[config.mk]
export PLATFORM = sky130hd
export DESIGN_NAME = prog_launch_ctrl
export DESIGN_NICKNAME = d
export VERILOG_FILES = /design/src/rtl/prog_launch_ctrl.sv
export SDC_FILE = /design/constraint.sdc
export NUM_CORES = 1
export LEC_CHECK = 0
export ABC_AREA = 1
export CORE_UTILIZATION = 33
export DETAILED_ROUTE_END_ITERATION = 8
export PLACE_DENSITY = 0.62
export SKIP_LAST_GASP = 1
export SLEW_MARGIN = 20
export SYNTH_ARGS = -nofsm -noshare
export SYNTH_HDL_FRONTEND = slang
export SYNTH_SLANG_ARGS = --single-unit
[constraint.sdc]
create_clock -name clk -period 2.4 [get_ports clk]
set_input_delay 0.48 -clock clk [delete_from_list [all_inputs] [get_ports clk]]
set_output_delay 0.48 -clock clk [all_outputs]
set_load 0.05 [all_outputs]
[src/rtl/prog_launch_ctrl.sv]
// prog_launch_ctrl: program launch sequencer between the UART receiver and
// the CPU fetch stage. It decodes a command byte into one of ten program
// slots, loads the PC, runs the pipeline until a non-speculative STA is
// fetched, drains the pipeline and then reports done with a cycle count.
// Optional feature macro: PROG_WATCHDOG_EN (aborts a program whose cycle
// count reaches WDOG_LIMIT).
module prog_launch_ctrl #(
  parameter int SLOT_STRIDE  = 100,
  parameter int DRAIN_CYCLES = 4,
  parameter int WDOG_LIMIT   = 1023
) (
  input  logic        clk,
  input  logic        reset,
  input  logic        rx_valid,
  input  logic [7:0]  rx_data,
  input  logic [15:0] fetch_instr,
  input  logic        flush,
  output logic        pc_load,
  output logic [15:0] pc_load_val,
  output logic        cpu_run,
  output logic        busy,
  output logic        done,
  output logic [15:0] cycle_count,
  output logic        err,
  output logic [1:0]  err_code
);

  typedef enum logic [2:0] {S_IDLE, S_LOAD, S_RUN, S_DRAIN, S_DONE} state_t;
  typedef enum logic [1:0] {E_BLANK = 2'b00, E_CMD = 2'b01,
                            E_BUSY  = 2'b10, E_WDOG = 2'b11} err_t;

  localparam int DW = (DRAIN_CYCLES > 1) ? $clog2(DRAIN_CYCLES) : 1;
  localparam logic [DW-1:0] DRAIN_INIT = DW'(DRAIN_CYCLES - 1);

`ifdef PROG_WATCHDOG_EN
  localparam bit WDOG_ON = 1'b1;
`else
  localparam bit WDOG_ON = 1'b0;
`endif

  state_t          r_state, w_next_state;
  logic [DW-1:0]   r_drain_cnt, w_drain_cnt_nxt;
  logic            r_pc_load, r_cpu_run, r_busy, r_done, r_err;
  logic [15:0]     r_pc_load_val, w_pc_load_val_nxt;
  logic [15:0]     r_cycle_count, w_cycle_count_nxt;
  err_t            r_err_code, w_err_code_nxt;
  logic            w_err_nxt;

  logic            w_cmd_ok, w_is_sta, w_is_blank, w_wdog_hit;
  logic [3:0]      w_slot;
  logic [15:0]     w_start;

  // Command decode: '1'..'9' select slots 1..9, '0' selects slot 10.
  assign w_cmd_ok   = (rx_data[7:4] == 4'h3) && (rx_data[3:0] <= 4'd9);
  assign w_slot     = (rx_data[3:0] == 4'd0) ? 4'd10 : rx_data[3:0];
  assign w_start    = 16'(int'(w_slot) * SLOT_STRIDE);
  assign w_is_sta   = (fetch_instr[15:12] == 4'b0001);
  assign w_is_blank = (fetch_instr == 16'hFFFF);
  assign w_wdog_hit = WDOG_ON && (r_cycle_count == 16'(WDOG_LIMIT));

  // Next-state, next-output and error selection.
  // NOTE: every signal assigned here gets a default first so no latch is inferred.
  always_comb begin
    w_next_state      = r_state;
    w_drain_cnt_nxt   = r_drain_cnt;
    w_pc_load_val_nxt = r_pc_load_val;
    w_err_nxt         = 1'b0;
    w_err_code_nxt    = r_err_code;
    unique case (r_state)
      S_IDLE: begin
        if (rx_valid) begin
          if (w_cmd_ok) begin
            w_next_state      = S_LOAD;
            w_pc_load_val_nxt = w_start;
          end else begin
            w_err_nxt      = 1'b1;
            w_err_code_nxt = E_CMD;
          end
        end
      end
      S_LOAD: w_next_state = S_RUN;
      S_RUN: begin
        if (w_wdog_hit) begin
          w_next_state   = S_IDLE;
          w_err_nxt      = 1'b1;
          w_err_code_nxt = E_WDOG;
        end else if (w_is_blank) begin
          w_next_state   = S_IDLE;
          w_err_nxt      = 1'b1;
          w_err_code_nxt = E_BLANK;
        end else if (w_is_sta && !flush) begin
          // An STA fetched alongside a flush is speculative; keep running.
          w_next_state    = S_DRAIN;
          w_drain_cnt_nxt = DRAIN_INIT;
        end
      end
      S_DRAIN: begin
        if (w_wdog_hit) begin
          w_next_state   = S_IDLE;
          w_err_nxt      = 1'b1;
          w_err_code_nxt = E_WDOG;
        end else if (flush) begin
          w_next_state = S_RUN;
        end else if (r_drain_cnt == '0) begin
          w_next_state = S_DONE;
        end else begin
          w_drain_cnt_nxt = r_drain_cnt - 1'b1;
        end
      end
      S_DONE:  w_next_state = S_IDLE;
      default: w_next_state = S_IDLE;
    endcase
    // A byte arriving while busy is dropped; a program abort in the same
    // cycle takes precedence for the reported cause.
    if (rx_valid && (r_state != S_IDLE) && !w_err_nxt) begin
      w_err_nxt      = 1'b1;
      w_err_code_nxt = E_BUSY;
    end
  end

  // Cycle counter: cleared on launch, counts every LOAD/RUN/DRAIN cycle so
  // the value seen in DONE includes the final drain cycle, saturating.
  always_comb begin
    w_cycle_count_nxt = r_cycle_count;
    if ((r_state == S_IDLE) && (w_next_state == S_LOAD)) begin
      w_cycle_count_nxt = '0;
    end else if (((r_state == S_LOAD) || (r_state == S_RUN) || (r_state == S_DRAIN)) &&
                 (r_cycle_count != 16'hFFFF)) begin
      w_cycle_count_nxt = r_cycle_count + 16'd1;
    end
  end

  // State and drain counter registers.
  // NOTE: sequential state uses non-blocking assignments so every register sees pre-edge values.
  always_ff @(posedge clk) begin
    if (reset) begin
      r_state     <= S_IDLE;
      r_drain_cnt <= '0;
    end else begin
      r_state     <= w_next_state;
      r_drain_cnt <= w_drain_cnt_nxt;
    end
  end

  // Registered outputs, derived from the next state so they line up with it.
  always_ff @(posedge clk) begin
    if (reset) begin
      r_pc_load     <= 1'b0;
      r_pc_load_val <= '0;
      r_cpu_run     <= 1'b0;
      r_busy        <= 1'b0;
      r_done        <= 1'b0;
      r_cycle_count <= '0;
      r_err         <= 1'b0;
      r_err_code    <= E_BLANK;
    end else begin
      r_pc_load     <= (w_next_state == S_LOAD);
      r_pc_load_val <= w_pc_load_val_nxt;
      r_cpu_run     <= (w_next_state == S_RUN) || (w_next_state == S_DRAIN);
      r_busy        <= (w_next_state != S_IDLE);
      r_done        <= (w_next_state == S_DONE);
      r_cycle_count <= w_cycle_count_nxt;
      r_err         <= w_err_nxt;
      r_err_code    <= w_err_code_nxt;
    end
  end

  assign pc_load     = r_pc_load;
  assign pc_load_val = r_pc_load_val;
  assign cpu_run     = r_cpu_run;
  assign busy        = r_busy;
  assign done        = r_done;
  assign cycle_count = r_cycle_count;
  assign err         = r_err;
  assign err_code    = r_err_code;

endmodule

# ---- Word-level counts from Yosys, hierarchy flattened
# Index checks and enable logic that the tools add are counted.
# Widths: inputs -> output; s select.
dict set report totals {
  in_bits 28
  romBits 0
  latchBits 0
  reg_bits 42
  output_inout_bits 39
  word_cells 84
  ram_bits 0
  memories 0
}
dict set report classes {
  n_bitwise 0
  addsub 2
  mul 1
  shifts 0
  n_mux 23
  reduce_logical 25
  div_mod_pow 0
  n_eq_ne 21
  order_cmp 1
}
# cell count
set ops {}
lappend ops {{$mux 3} 6}
lappend ops {{$add 16x1->16 const B} 1}
lappend ops {{$eq 16x16->1 const B} 1}
lappend ops {{$mux 2} 8}
lappend ops {{$ne 16x16->1 const B} 1}
lappend ops {{$ne 2x2->1 const B} 7}
lappend ops {{$eq 3x2->1 const B} 4}
lappend ops {{$pmux 3 s4} 1}
lappend ops {{$mul 4x5->9 const B} 1}
lappend ops {{$ne 3x3->1 const B} 3}
lappend ops {{$reduce_bool 3->1} 3}
lappend ops {{$pmux 2 s2} 2}
lappend ops {{$reduce_and 4->1} 2}
lappend ops {{$eq 3x1->1 const B} 2}
lappend ops {{$logic_and 1x1->1} 6}
lappend ops {{$reduce_and 5->1} 1}
lappend ops {{$eq 4x1->1 const B} 1}
lappend ops {{$eq 4x2->1 const B} 1}
lappend ops {{$le 4x4->1 const B} 1}
lappend ops {{$logic_not 4->1} 1}
lappend ops {{$mux 1} 4}
lappend ops {{$mux 4} 1}
lappend ops {{$reduce_bool 2->1} 2}
lappend ops {{$reduce_or 2->1} 2}
lappend ops {{other kinds (8)} 11}

# ---- Longest topological paths before layout
# Gate-level depths: netlist of the first run.
dict set report logic_depth {
  ltp_word 9
  depth_mapped 11
  ltp_nobuf 11
}

# ---- Worst setup path before layout of the first run
# Ideal clock, no wire load.
dict set report synth_path {
  kind {reg-to-reg}
  startpoint {register r_cycle_count[0], in the netlist cycle_count[0]}
  endpoint {register r_cycle_count[4], in the netlist cycle_count[4]}
  n_path_buf 1
  t_arrival_ns 1.870
  setup_slack_ns 0.404
  required_time_ns 2.274
  stages_incl_launch_ff 10
  period_less_slack_ns 1.996
  cell_sequence {dfxtp_1 -> ha_1 -> nand2_2 -> nor2_4 -> nand2_2 -> o21ai_4 -> inv_2 -> buf_6 -> nand2_1 -> a21oi_1}
}
dict set report synth_via {
  elab_chain_cells 2
  elab_cells_between_ends 3
  cone_classes {add/sub: 1; eq/ne: 1; reduce/logical: 1}
}
# item line
set synth_rtl {}
lappend synth_rtl {{from (decl)} 45} ;# logic [15:0] r_cycle_count, w_cycle_count_nxt;
lappend synth_rtl {{from (signal assigned)} 162} ;# r_cycle_count <= w_cycle_count_nxt;
lappend synth_rtl {{branches (longest 2 deep; another with $add 16x1->16)} -}
# Parallel ways; which one is timed is not known.
# A chain may end at the register's enable or synchronous reset.

# ---- Worst setup path in the final report of the first run
dict set report layout_path {
  startpoint {input port rx_data[3]}
  endpoint {register r_pc_load_val[9], in the netlist pc_load_val[9]}
}
dict set report layout_via {
  elab_chain_cells 3
  elab_cells_between_ends 6
  cone_classes {mul: 1; order compare: 1; mux: 1; reduce/logical: 3}
}
# item line
set layout_rtl {}
lappend layout_rtl {{from (decl)} 15} ;# input logic [7:0] rx_data,
lappend layout_rtl {{$logic_not 4->1 / $le 4x4->1 (equally long branches)} {55, 54}}
lappend layout_rtl {{$mux 4 / $logic_and 1x1->1 (equally long branches)} {55, 54}}
lappend layout_rtl {{$mul 4x5->9 / $reduce_and 3->1 (equally long branches)} -}
lappend layout_rtl {{to (signal assigned)} 158} ;# r_pc_load_val <= w_pc_load_val_nxt;
lappend layout_rtl {{to (decl)} 44} ;# logic [15:0] r_pc_load_val, w_pc_load_val_nxt;
# Several ways; a longest one is shown, not always the timed one.

==> Flow_metrics.wiki, run 1 <==
{| class="wikitable"
! Metric !! Value
|-
| Highest net fanout along the worst path || 3
|-
| Leading cell type in the layout, fill and taps excluded || sky130_fd_sc_hd__nand2_1
|-
| Maximum buffer depth of the clock tree || 2
|-
| Overall die width || 84.18 um
|-
| Leakage power summed over all cells || between 0.001 and 0.0015 uW
|-
| Top area cells in the synthesized netlist || sky130_fd_sc_hd__dfxtp_1, sky130_fd_sc_hd__nand2_1, sky130_fd_sc_hd__nor2_1, sky130_fd_sc_hd__inv_1, sky130_fd_sc_hd__nand3_1
|-
| Kind of start point of the critical path || input pin
|-
| Unique cell type count in the Yosys netlist || 28
|-
| TritonCTS clock tree || yes
|-
| Antenna violations before repair || 0
|-
| Proportion of power drawn by the clock network || 33.5%
|-
| Height of the die || around 84 um
|-
| Reg-to-reg setup timing slack || roughly 0.54 ns
|-
| Final antenna diode count || 0
|-
| Maximum capacitance violations || 0
|-
| Comb pwr share || 16.4%
|-
| Proportion of synthesized chip area in sequential cells || 33.24%
|-
| Worst-margin pin slew || 0.5181 ns
|-
| Share of cells above drive strength 1 || between 10% and 20%
|-
| Iter 0 DRT Violations || between 80 and 90
|-
| Number of vias after detailed routing || between 2000 and 2500
|-
| Maximum number of pins on one net before global-route repair || 17
|-
| Outcome || complete, but fails checks
|-
| Total routed wire length on the met1 layer || around 2.3 mm
|-
| Worst R2R Start || cycle_count[0]
|-
| Top-level I/O count || 67
|-
| Routed wire length on met3 || between 200 and 250 um
|-
| Min Clock Period, post-route || between 2 and 2.5 ns
|-
| Via count of the first global-routing pass || approximately 2000
|-
| Mapped Cells || about 330
|-
| Worst reg-to-reg path cell count || 8
|-
| Pwr per Cell Area || just over 400 mW/mm^2
|-
| Die Outline Area || 0.007085 mm^2
|-
| DRC violations left || 6
|-
| Total congestion overflow || 0
|-
| Switching Share || about a quarter
|-
| Classification of the worst-slack hold path || flop to flop
|-
| CTS buffer count || 5
|-
| Worst-Skew Late Latency || 0.29 ns
|-
| Number of nets in the final layout || between 400 and 500
|-
| Mapped cell area || roughly 0.0022 mm^2
|-
| Power after layout || ~1200 uW
|-
| Switching power of the nets || between 300 and 400 uW
|-
| Register bit total from synthesis || 37
|-
| CORE AREA || 0.006422 mm^2
|-
| Area growth from synthesis to layout || 37.11%
|-
| Crit-path max cell delay || 0.43 ns
|-
| Critical-path top delay cell || sky130_fd_sc_hd__clkdlybuf4s50_1
|-
| Highest clock rate || about 0.45 GHz
|-
| DRT Wirelength || about 5 mm
|-
| Hold Path Sink || err_code[0]
|-
| Clock sinks || 37
|-
| Average cell area after synthesis || around 6.7 um^2
|-
| Share of the synthesized area in the top cell type || around 33%
|-
| WL per Instance || 10.09 um
|-
| Cell taking the most area after synthesis || sky130_fd_sc_hd__dfxtp_1
|-
| Area of the multi-input gates || 0.001289 mm^2
|-
| Routability cong. || 0.8106
|-
| Number of failing setup endpoints in the final timing report || 0
|-
| Count of buffers from port buffering || just under 60
|-
| Number of detailed-routing iterations run before antenna repair || 6
|-
| Initial standard-cell utilization of the core || between 30% and 40%
|-
| Crit path launch || rx_data[3]
|-
| Proportion of power drawn by flip-flops and latches || 50.1%
|-
| Library cell used as clock root buffer || sky130_fd_sc_hd__clkbuf_8
|-
| Worst relative slew slack || about two thirds
|-
| Max rail drop VDD || between 0.15 and 0.2 mV
|-
| CP Cell Sequence || clkdlybuf4s50_1 > inv_1 > buf_4 > nand2_1 > buf_4 > ha_1 > inv_1 > ha_1 > ha_1 > nand3_1 > nor3b_1 > nor2_1
|-
| Data arrival time of the critical path || 2.42 ns
|-
| Most frequent cell on the critical path || sky130_fd_sc_hd__ha_1
|-
| Internal power || around 910 uW
|-
| Global-route wire length before repair || 8.556 mm
|-
| Highest-count cells in the layout ignoring fill and taps || sky130_fd_sc_hd__nand2_1, sky130_fd_sc_hd__clkdlybuf4s50_1, sky130_fd_sc_hd__nor2_1
|-
| Critical path class || input pin to flop
|-
| Unrepaired setup endpoints after global routing || false
|-
| Area taken by flip-flops and latches || between 700 and 800 um^2
|-
| Endpoint kind of the worst setup timing path || flop
|-
| Final clock period utilization by the worst path || 93.43%
|-
| Origin of the worst min-delay path || err_code[0]
|-
| Per-cell via count in the routed design || approximately 4.5
|-
| Data required, critical path || 2.58 ns
|-
| Violated checks || DRC
|-
| Fillers || 647
|-
| Number of hold-slack violations in the final timing report || 0
|-
| Max Clock Skew || about 0.004 ns
|-
| Top Layer Used || met4
|-
| Antenna-violating nets left || 0
|-
| Clk pin slew, worst setup/hold paths || approximately 0.070 ns
|-
| Met2 WL post-DR || ~2.3 mm
|-
| H-tree depth || 2
|-
| Crit Reg-Reg Endpoint || cycle_count[10]
|-
| Final Max Tran Viols || 0
|-
| GRT Total Usage || 14.72%
|-
| Total Negative Setup Slacks || 0 ns
|-
| Count of cells along the worst hold path || 2
|-
| Count of yosys warnings during synthesis || 0
|-
| Cell Rows || 29
|-
| Post-detail-place hpwl || about 3.9 mm
|}
[cell families (layout without fill, tap and decap cells)]
family,Yosys count,after routing,share of synthesized area [%]
AO/OA/AOI/OAI,37,37,10.67
XOR/XNOR,9,9,3.538
adder cells (fa/ha/maj),10,10,5.952
buffers and inverters,49,118,10.44
flip-flops,37,37,33.24
other,1,7,0.1683
AND/OR/NAND/NOR,190,190,35.99
[cells in the mapped netlist (all sizes together)]
cell type  count
ha             9
fa             1
or2            1
buf           10
xor2           7
clkinv         1
o21ai         14
xnor2          2
dfxtp         37
nor3           1
nand3         23
inv           36
a21oi         23
nor2          56
clkbuf         2
nor3b          1
conb           1
nand2         98
nand4          9
and2           1
[worst max path at each step]
stage / to / slack, ns / depth (start not counted)
after CTS: pc_load_val[10] / 0.08 / 11
after floorplan: cycle_count[4] / 0.40 / 9
final: pc_load_val[9] / 0.16 / 12
after global routing: pc_load_val[10] / 0.02 / 13
after detailed placement: pc_load_val[10] / -0.24 / 11
after global placement: pc_load_val[10] / -0.14 / 11
[flip-flops by register name, indices dropped and copies added, names as in the netlist]
name         cells
pc_load_val      9
err              1
r_state          3
cycle_count     16
done             1
cpu_run          1
err_code         2
r_drain_cnt      2
pc_load          1
busy             1
[area by class of cell]
type	count	share of cell area [%]
Clock inverter	2	0.3276
Inverter	37	4.545
Multi-Input combinational cell	253	42.18
Sequential cell	37	24.24
Tap cell	77	3.153
Timing Repair Buffer	73	23.18
Clock buffer	6	2.375
[stage by stage]
| step | utilization [%] | hold slack (ns) | cells | setup WS, ns | area [um^2] |
|---|---|---|---|---|---|
| after global routing | 47.57 | 0.4878 | 485 | 0.01914 | 3055 |
| final | 47.57 | 0.4669 | 485 | 0.1577 | 3055 |
| after floorplan | - | 0.4995 | 339 | 0.4040 | 2251 |
| after detailed placement | 46.11 | 0.4637 | 477 | -0.2411 | 2962 |
| after CTS | 47.40 | 0.4731 | 485 | 0.07706 | 3044 |
| after global placement | 46.11 | 0.4547 | 477 | -0.1392 | 2962 |
[power by group through the flow]
stage	combinational (uW)	sequential [uW]	clock, uW
after floorplan	99.6	657	0
after global placement	201	637	0
after detailed placement	203	637	0
after CTS	204	623	435
after global routing	224	623	463
final	204	623	416
[worst max-delay path, delay by kind of cell]
family,cells,cell delay [ns]
adder cells (fa/ha/maj),3,0.74
buffers and inverters,5,0.83
AND/OR/NAND/NOR,4,0.38
[routing by layer]
layer | vias up | track usage, %
li1 | 1191 | -
met1 | 951 | 18.02
met2 | 45 | 25.04
met3 | 5 | 3.540
met4 | 0 | 5.643
met5 | - | 0
[timing repair]
action / in CTS / in global routing
gates resized for setup: 0 / 3
buffers inserted: 0 / 0
hold buffers: 0 / 0
endpoints found under the setup margin: 0 / 2
No activity file was read; power rests on OpenSTA's default activity.
==> run 2: changes to the inputs <==
- CTS_CLUSTER_SIZE: not set -> 28
- SLEW_MARGIN: 20 -> not set
==> results of run 2 <==
Same layout as run 1: the final DEF is identical, and so are final timing and power.
